===== src/rtl/mac_seq_ctrl_pkg.sv =====
// mac_seq_ctrl_pkg: shared widths and state type for the MAC job sequencer
package mac_seq_ctrl_pkg;
  localparam int PSUM_WIDTH = 24;
  localparam int LANE_WIDTH = PSUM_WIDTH / 2;
  localparam int MAC_LEN_WIDTH = 8;
  typedef enum logic [1:0] {IDLE, RUN, DRAIN, DONE} mac_state_e;
endpackage


===== src/rtl/mac_seq_ctrl_if.sv =====
// mac_seq_ctrl_if: job descriptor, operand stream and result handshakes of the MAC sequencer
interface mac_seq_ctrl_if import mac_seq_ctrl_pkg::*; #(parameter int LEN_WIDTH = MAC_LEN_WIDTH) ();
  logic                  cfg_valid;
  logic                  cfg_ready;
  logic [LEN_WIDTH-1:0]  cfg_len;
  logic                  cfg_mode;
  logic                  cfg_is_first;
  logic                  op_valid;
  logic                  op_ready;
  logic [7:0]            op_a;
  logic [7:0]            op_b;
  logic                  res_valid;
  logic                  res_ready;
  logic [PSUM_WIDTH-1:0] res_data;
  logic                  res_mode;
  logic                  busy;
  modport master (
    output cfg_valid, cfg_len, cfg_mode, cfg_is_first, op_valid, op_a, op_b, res_ready,
    input  cfg_ready, op_ready, res_valid, res_data, res_mode, busy
  );
  modport slave (
    input  cfg_valid, cfg_len, cfg_mode, cfg_is_first, op_valid, op_a, op_b, res_ready,
    output cfg_ready, op_ready, res_valid, res_data, res_mode, busy
  );
endinterface


===== src/rtl/mac_seq_ctrl_multiplier.sv =====
// mac_seq_ctrl_multiplier: 8x8 or dual 4x8 product, activation signedness chosen by is_first
module mac_seq_ctrl_multiplier import mac_seq_ctrl_pkg::*; (
  input  logic [7:0]            i_a,
  input  logic [7:0]            i_b,
  input  logic                  i_mode,
  input  logic                  i_is_first,
  output logic [PSUM_WIDTH-1:0] o_prod
);
  logic signed [15:0] w_a, w_b, w_p;
  logic signed [11:0] w_ha, w_la, w_lb, w_ph, w_pl;
  assign w_a  = {{8{i_a[7] & ~i_is_first}}, i_a};
  assign w_b  = {{8{i_b[7]}}, i_b};
  assign w_ha = {{8{i_a[7] & ~i_is_first}}, i_a[7:4]};
  assign w_la = {{8{i_a[3] & ~i_is_first}}, i_a[3:0]};
  assign w_lb = {{4{i_b[7]}}, i_b};
  assign w_p  = w_a * w_b;
  assign w_ph = w_ha * w_lb;
  assign w_pl = w_la * w_lb;
  assign o_prod = i_mode ? {w_ph, w_pl} : {{(PSUM_WIDTH-16){w_p[15]}}, w_p};
endmodule


===== src/rtl/mac_seq_ctrl.sv =====
// mac_seq_ctrl: sequences one multiplier through a dot-product job and returns the accumulated sum
module mac_seq_ctrl import mac_seq_ctrl_pkg::*; #(parameter int LEN_WIDTH = MAC_LEN_WIDTH) (
  input logic          clk,
  input logic          rst_n,
  mac_seq_ctrl_if.slave bus
);
  mac_state_e            r_state;
  logic [LEN_WIDTH-1:0]  r_cnt;
  logic                  r_mode, r_is_first, r_s1_valid;
  logic [7:0]            r_a, r_b;
  logic [PSUM_WIDTH-1:0] r_acc, w_prod, w_acc_nxt;
  logic                  r_cfg_ready, r_op_ready, r_res_valid, r_busy;
  mac_seq_ctrl_multiplier u_mul (
    .i_a        (r_a),
    .i_b        (r_b),
    .i_mode     (r_mode),
    .i_is_first (r_is_first),
    .o_prod     (w_prod)
  );
  // lane mode keeps the halves independent so the lo lane never carries into hi
  assign w_acc_nxt = r_mode ? {r_acc[PSUM_WIDTH-1:LANE_WIDTH] + w_prod[PSUM_WIDTH-1:LANE_WIDTH],
                               r_acc[LANE_WIDTH-1:0] + w_prod[LANE_WIDTH-1:0]}
                            : r_acc + w_prod;
  always_ff @(posedge clk or negedge rst_n) begin
    if (!rst_n) begin
      r_state     <= IDLE;
      r_cnt       <= '0;
      r_mode      <= 1'b0;
      r_is_first  <= 1'b0;
      r_s1_valid  <= 1'b0;
      r_a         <= '0;
      r_b         <= '0;
      r_acc       <= '0;
      r_cfg_ready <= 1'b1;
      r_op_ready  <= 1'b0;
      r_res_valid <= 1'b0;
      r_busy      <= 1'b0;
    end else begin
      r_s1_valid <= 1'b0;
      if (r_s1_valid) r_acc <= w_acc_nxt;
      case (r_state)
        IDLE: if (bus.cfg_valid) begin
          r_mode      <= bus.cfg_mode;
          r_is_first  <= bus.cfg_is_first;
          r_acc       <= '0;
          r_cnt       <= bus.cfg_len;
          r_state     <= (bus.cfg_len == '0) ? DONE : RUN;
          r_op_ready  <= (bus.cfg_len != '0);
          r_res_valid <= (bus.cfg_len == '0);
          r_cfg_ready <= 1'b0;
          r_busy      <= 1'b1;
        end
        RUN: if (bus.op_valid) begin
          r_a        <= bus.op_a;
          r_b        <= bus.op_b;
          r_s1_valid <= 1'b1;
          r_cnt      <= r_cnt - LEN_WIDTH'(1);
          if (r_cnt == LEN_WIDTH'(1)) begin
            r_state    <= DRAIN;
            r_op_ready <= 1'b0;
          end
        end
        DRAIN: begin
          r_state     <= DONE;
          r_res_valid <= 1'b1;
        end
        DONE: if (bus.res_ready) begin
          r_state     <= IDLE;
          r_res_valid <= 1'b0;
          r_cfg_ready <= 1'b1;
          r_busy      <= 1'b0;
        end
      endcase
    end
  end
  assign bus.cfg_ready = r_cfg_ready;
  assign bus.op_ready  = r_op_ready;
  assign bus.res_valid = r_res_valid;
  assign bus.res_data  = r_acc;
  assign bus.res_mode  = r_mode;
  assign bus.busy      = r_busy;
endmodule

===== src/flat_wrapper.sv =====
// flat-port wrapper written by rule: the top's interface ports become plain ports
module mac_seq_ctrl_flat import mac_seq_ctrl_pkg::*;
#(parameter int LEN_WIDTH = MAC_LEN_WIDTH)
  (clk, rst_n, bus_cfg_valid, bus_cfg_len, bus_cfg_mode, bus_cfg_is_first, bus_op_valid, bus_op_a, bus_op_b, bus_res_ready, bus_cfg_ready, bus_op_ready, bus_res_valid, bus_res_data, bus_res_mode, bus_busy);
  mac_seq_ctrl_if #(.LEN_WIDTH(LEN_WIDTH)) bus_i ();
  input logic clk;
  input logic rst_n;
  input wire logic [$bits(bus_i.cfg_valid)-1:0] bus_cfg_valid;
  input wire logic [$bits(bus_i.cfg_len)-1:0] bus_cfg_len;
  input wire logic [$bits(bus_i.cfg_mode)-1:0] bus_cfg_mode;
  input wire logic [$bits(bus_i.cfg_is_first)-1:0] bus_cfg_is_first;
  input wire logic [$bits(bus_i.op_valid)-1:0] bus_op_valid;
  input wire logic [$bits(bus_i.op_a)-1:0] bus_op_a;
  input wire logic [$bits(bus_i.op_b)-1:0] bus_op_b;
  input wire logic [$bits(bus_i.res_ready)-1:0] bus_res_ready;
  output wire logic [$bits(bus_i.cfg_ready)-1:0] bus_cfg_ready;
  output wire logic [$bits(bus_i.op_ready)-1:0] bus_op_ready;
  output wire logic [$bits(bus_i.res_valid)-1:0] bus_res_valid;
  output wire logic [$bits(bus_i.res_data)-1:0] bus_res_data;
  output wire logic [$bits(bus_i.res_mode)-1:0] bus_res_mode;
  output wire logic [$bits(bus_i.busy)-1:0] bus_busy;
  assign bus_i.cfg_valid = bus_cfg_valid;
  assign bus_i.cfg_len = bus_cfg_len;
  assign bus_i.cfg_mode = bus_cfg_mode;
  assign bus_i.cfg_is_first = bus_cfg_is_first;
  assign bus_i.op_valid = bus_op_valid;
  assign bus_i.op_a = bus_op_a;
  assign bus_i.op_b = bus_op_b;
  assign bus_i.res_ready = bus_res_ready;
  assign bus_cfg_ready = bus_i.cfg_ready;
  assign bus_op_ready = bus_i.op_ready;
  assign bus_res_valid = bus_i.res_valid;
  assign bus_res_data = bus_i.res_data;
  assign bus_res_mode = bus_i.res_mode;
  assign bus_busy = bus_i.busy;
  mac_seq_ctrl #(.LEN_WIDTH(LEN_WIDTH)) u_core (.clk(clk), .rst_n(rst_n), .bus(bus_i));
endmodule

===== config.mk =====
export PLATFORM = sky130hd
export DESIGN_NAME = mac_seq_ctrl_flat
export DESIGN_NICKNAME = d
export VERILOG_FILES = /design/src/rtl/mac_seq_ctrl_pkg.sv /design/src/rtl/mac_seq_ctrl_if.sv /design/src/rtl/mac_seq_ctrl_multiplier.sv /design/src/rtl/mac_seq_ctrl.sv /design/src/flat_wrapper.sv
export SDC_FILE = /design/constraint.sdc
export NUM_CORES = 1
export LEC_CHECK = 0
export BUFFER_PORTS_ARGS = -buffer_cell sky130_fd_sc_hd__buf_2
export CAP_MARGIN = 20
export CORE_ASPECT_RATIO = 2
export CORE_MARGIN = 4
export CORE_UTILIZATION = 59
export CTS_BUF_LIST = sky130_fd_sc_hd__clkbuf_8
export CTS_CLUSTER_SIZE = 24
export DETAILED_ROUTE_END_ITERATION = 12
export PLACE_DENSITY_LB_ADDON = 0.05
export SLEW_MARGIN = 30
export SYNTH_ARGS = -nofsm -noshare
export SYNTH_HDL_FRONTEND = slang
export SYNTH_SLANG_ARGS = --single-unit

===== constraint.sdc =====
create_clock -name clk -period 10 [get_ports clk]
set_input_delay 1.5 -clock clk [delete_from_list [all_inputs] [get_ports clk]]
set_output_delay 1.5 -clock clk [all_outputs]
set_load 0.01 [all_outputs]

==> results.py <==
metrics = {
    "outcome": {
        "outcome": "finished clean",
    },
    "min_path": {
        "min_path_type": "reg -> reg",
        "hold_end": "u_core.bus.busy",
        "hold_depth": 2,
        "hold_start": "u_core.bus.busy",
    },
    "flow_run": {
        "max-cap-violations": 0,
    },
    "global_route": {
        "grt_pass1_wl_mm": 35.76,
        "grt_usage": 0.2728,
        "antenna_found_initial": 1,
        "grt_max_degree": 58,
        "grt_pass1_vias": 7244,
        "grt-ovfl-total": 0,
    },
    "detailed_routing": {
        "drt_iter0_markers": 235,
        "dr_wl_met3_um": 642,
        "drt_wl_total_mm": 21.36,
        "firstDrtPassIters": 5,
        "wl_met1_mm": 7.535,
        "detail_route.vias_per_cell": 5.546,
        "routed.top_layer": "met4",
        "drtAntennaViolNets": 0,
        "met2_wirelength_mm": 12.39,
        "wire_per_inst_um": 17.73,
        "num_vias": 6683,
        "drc": 0,
    },
    "setup_path": {
        "startpoint": "u_core.r_b[7]",
        "rrSetupSlack_ns": 2.72,
        "end_kind": "flop",
        "reg2reg_from": "u_core.r_b[7]",
        "required_ns": 10.25,
        "critPathMaxFanout": 20,
        "path_class": "reg -> reg",
        "critical_path_arrival_ns": 7.54,
        "start_kind": "flop",
        "max_stage_delay_ns": 0.61,
        "slowest_stage": "dfrtp_1",
        "rr_worst_depth": 27,
        "r2r-end": "u_core.bus.res_data[23]",
    },
    "timing": {
        "finalCritPeriodShare": 0.7283,
        "fmax_mhz": 137.3,
        "fin_crit_ns": 7.283,
        "hold_slack_ns": 0.5049,
        "slew_headroom": 0.3822,
        "fin_skew_ns": 0.01913,
        "worst_pin_slew_ns": 0.9245,
        "hold_viol": 0,
        "final.setup.tns_ns": 0,
        "finalSetupViolCount": 0,
        "drv_slew": 0,
        "rsz0062_at_grt": "false",
    },
    "logic_synthesis": {
        "async_flop_share": 1.000,
        "synth_seq_cells": 57,
        "synth.area.mux_share": 0.04642,
        "synthesis.area_mm2": 0.008761,
        "yosys.area_share.simple": 0.1382,
        "yosysSeqAreaShare": 0.1630,
        "ys_warn_count": 0,
        "synth_xor_area_frac": 0.05798,
        "syn_nets": 1194,
        "synth-compound-area-share": 0.1267,
        "synth_cell_types": 67,
        "synth_ff_type": "dfrtp_1",
        "syn_inst": 964,
        "synth_top_family_by_area": "adder cells",
        "yosys.area_share.adder": 0.3767,
        "avgSynthCellArea_um2": 9.088,
        "synth_edf_count": 0,
    },
    "cts": {
        "cts_buffers": 9,
        "cts_buffer_depth": 2,
        "cts_sinks": 57,
        "post_cts_buffers": 0,
        "holdBufCountCts": 0,
        "clk-insertion-delay-late_ns": 0.37,
        "cts_tree": "done",
        "cts.clk_slew.worst_paths_ns": 0.08,
        "cts_resized": 0,
        "cts-root-buf": "clkbuf_8",
        "htreeDepth": 3,
    },
    "floorplanning": {
        "dieWidth_um": 94.17,
        "die_area_mm2": 0.01698,
        "die_y_um": 180.3,
        "ioPinCount": 60,
        "core_area_mm2": 0.01451,
        "rows": 62,
        "start_util": 0.6039,
    },
    "cells_and_area": {
        "nets": 1236,
        "num-fill-cells": 1300,
        "area_growth_pct": 6.984,
        "layout_commonest_cell": "inv_1",
        "drive_gt1_frac": 0.1098,
        "layout_common_cells": "180 x inv_1, 108 x fa_1, 91 x ha_1, 69 x nand2_1, 59 x buf_2",
    },
    "place": {
        "gp_congestion": 0.9589,
        "io_buffers": 59,
        "place_hpwl_mm": 18.01,
    },
}
how the worst max path moves through the flow:
stage / cells after the start / slack (ns) / endpoint
final: 27 / 2.72 / u_core.bus.res_data[23]
after global routing: 27 / 2.22 / u_core.bus.res_data[23]
after CTS: 27 / 2.74 / u_core.bus.res_data[23]
after detailed placement: 27 / 2.76 / u_core.bus.res_data[23]
after global placement: 28 / 2.82 / u_core.bus.res_data[21]
after floorplan: 27 / 3.32 / u_core.bus.res_data[23]
critical path: cells and delay by family, from the launching register on:
family	cells	cell delay [ns]
buffers and inverters	4	0.23
adder cells (fa/ha/maj)	6	2.93
AND/OR/NAND/NOR	4	0.95
AO/OA/AOI/OAI	11	2.15
XOR/XNOR	2	0.34
flip-flops	1	0.61
cells by family (layout without fill, tap and decap cells):
logic type	Yosys count	in the layout
AND/OR/NAND/NOR	242	242
buffers and inverters	210	257
adder cells (fa/ha/maj)	199	199
AO/OA/AOI/OAI	165	165
flip-flops	57	57
XOR/XNOR	54	54
multiplexers	37	37
other	0	2
flip-flops by register name (all words and copies together), names as in the netlist:
register and count:
u_core.r_b 8, u_core.r_state 2, u_core.bus.res_mode 1, u_core.r_a 8, u_core.r_cnt 8, u_core.bus.res_data 24, u_core.r_s1_valid 1, u_core.r_is_first 1
u_core.bus.op_ready 1, u_core.bus.res_valid 1, u_core.bus.busy 1, u_core.bus.cfg_ready 1
routing by layer:
layer  global-route usage  up-vias
met1               0.2976     3289
met5                    0        -
met3              0.03636       51
met2               0.5083      137
li1                     -     3206
met4               0.1209        0
synth_stat cells (17+ instances only):
library cell / count / area, um2
mux2i_1: 17 / 170.2
clkbuf_1: 27 / 101.4
a21o_1: 17 / 127.6
nand2b_1: 19 / 118.9
dfrtp_1: 56 / 1401
inv_1: 179 / 671.9
xnor2_1: 31 / 271.5
xor2_1: 20 / 175.2
mux2_2: 19 / 214.0
nand2_1: 69 / 259.0
a21oi_1: 42 / 210.2
o21ai_0: 30 / 150.1
nor2_1: 51 / 191.4
and2_1: 50 / 312.8
ha_1: 91 / 1139
fa_1: 108 / 2162
layout make-up:
| class | instances | area (um2) | area share |
|---|---|---|---|
| timing repair buffer | 62 | 317.8 | 0.03391 |
| clock buffer | 9 | 123.9 | 0.01322 |
| antenna | 2 | 5.005 | 0.0005340 |
| multi-input combinational | 697 | 6538 | 0.6975 |
| clock inverter | 7 | 48.80 | 0.005206 |
| sequential | 57 | 1428 | 0.1523 |
| tap | 192 | 240.2 | 0.02563 |
| inverter | 179 | 671.9 | 0.07169 |
per-stage QoR:
step                instance area (um2)  setup slack (ns)    util  instances
finish                             9373             2.717  0.6461       1205
global route                       9370             2.222  0.6459       1204
CTS                                9368             2.743  0.6458       1203
detailed placement                 9195             2.759  0.6339       1187
global placement                   9194             2.818  0.6338       1187
floorplan                          8761             3.320       -        964
Power is left out: the tool's default activity adds up to more than one toggle a clock period on the data nets, which glitch-free logic cannot reach.
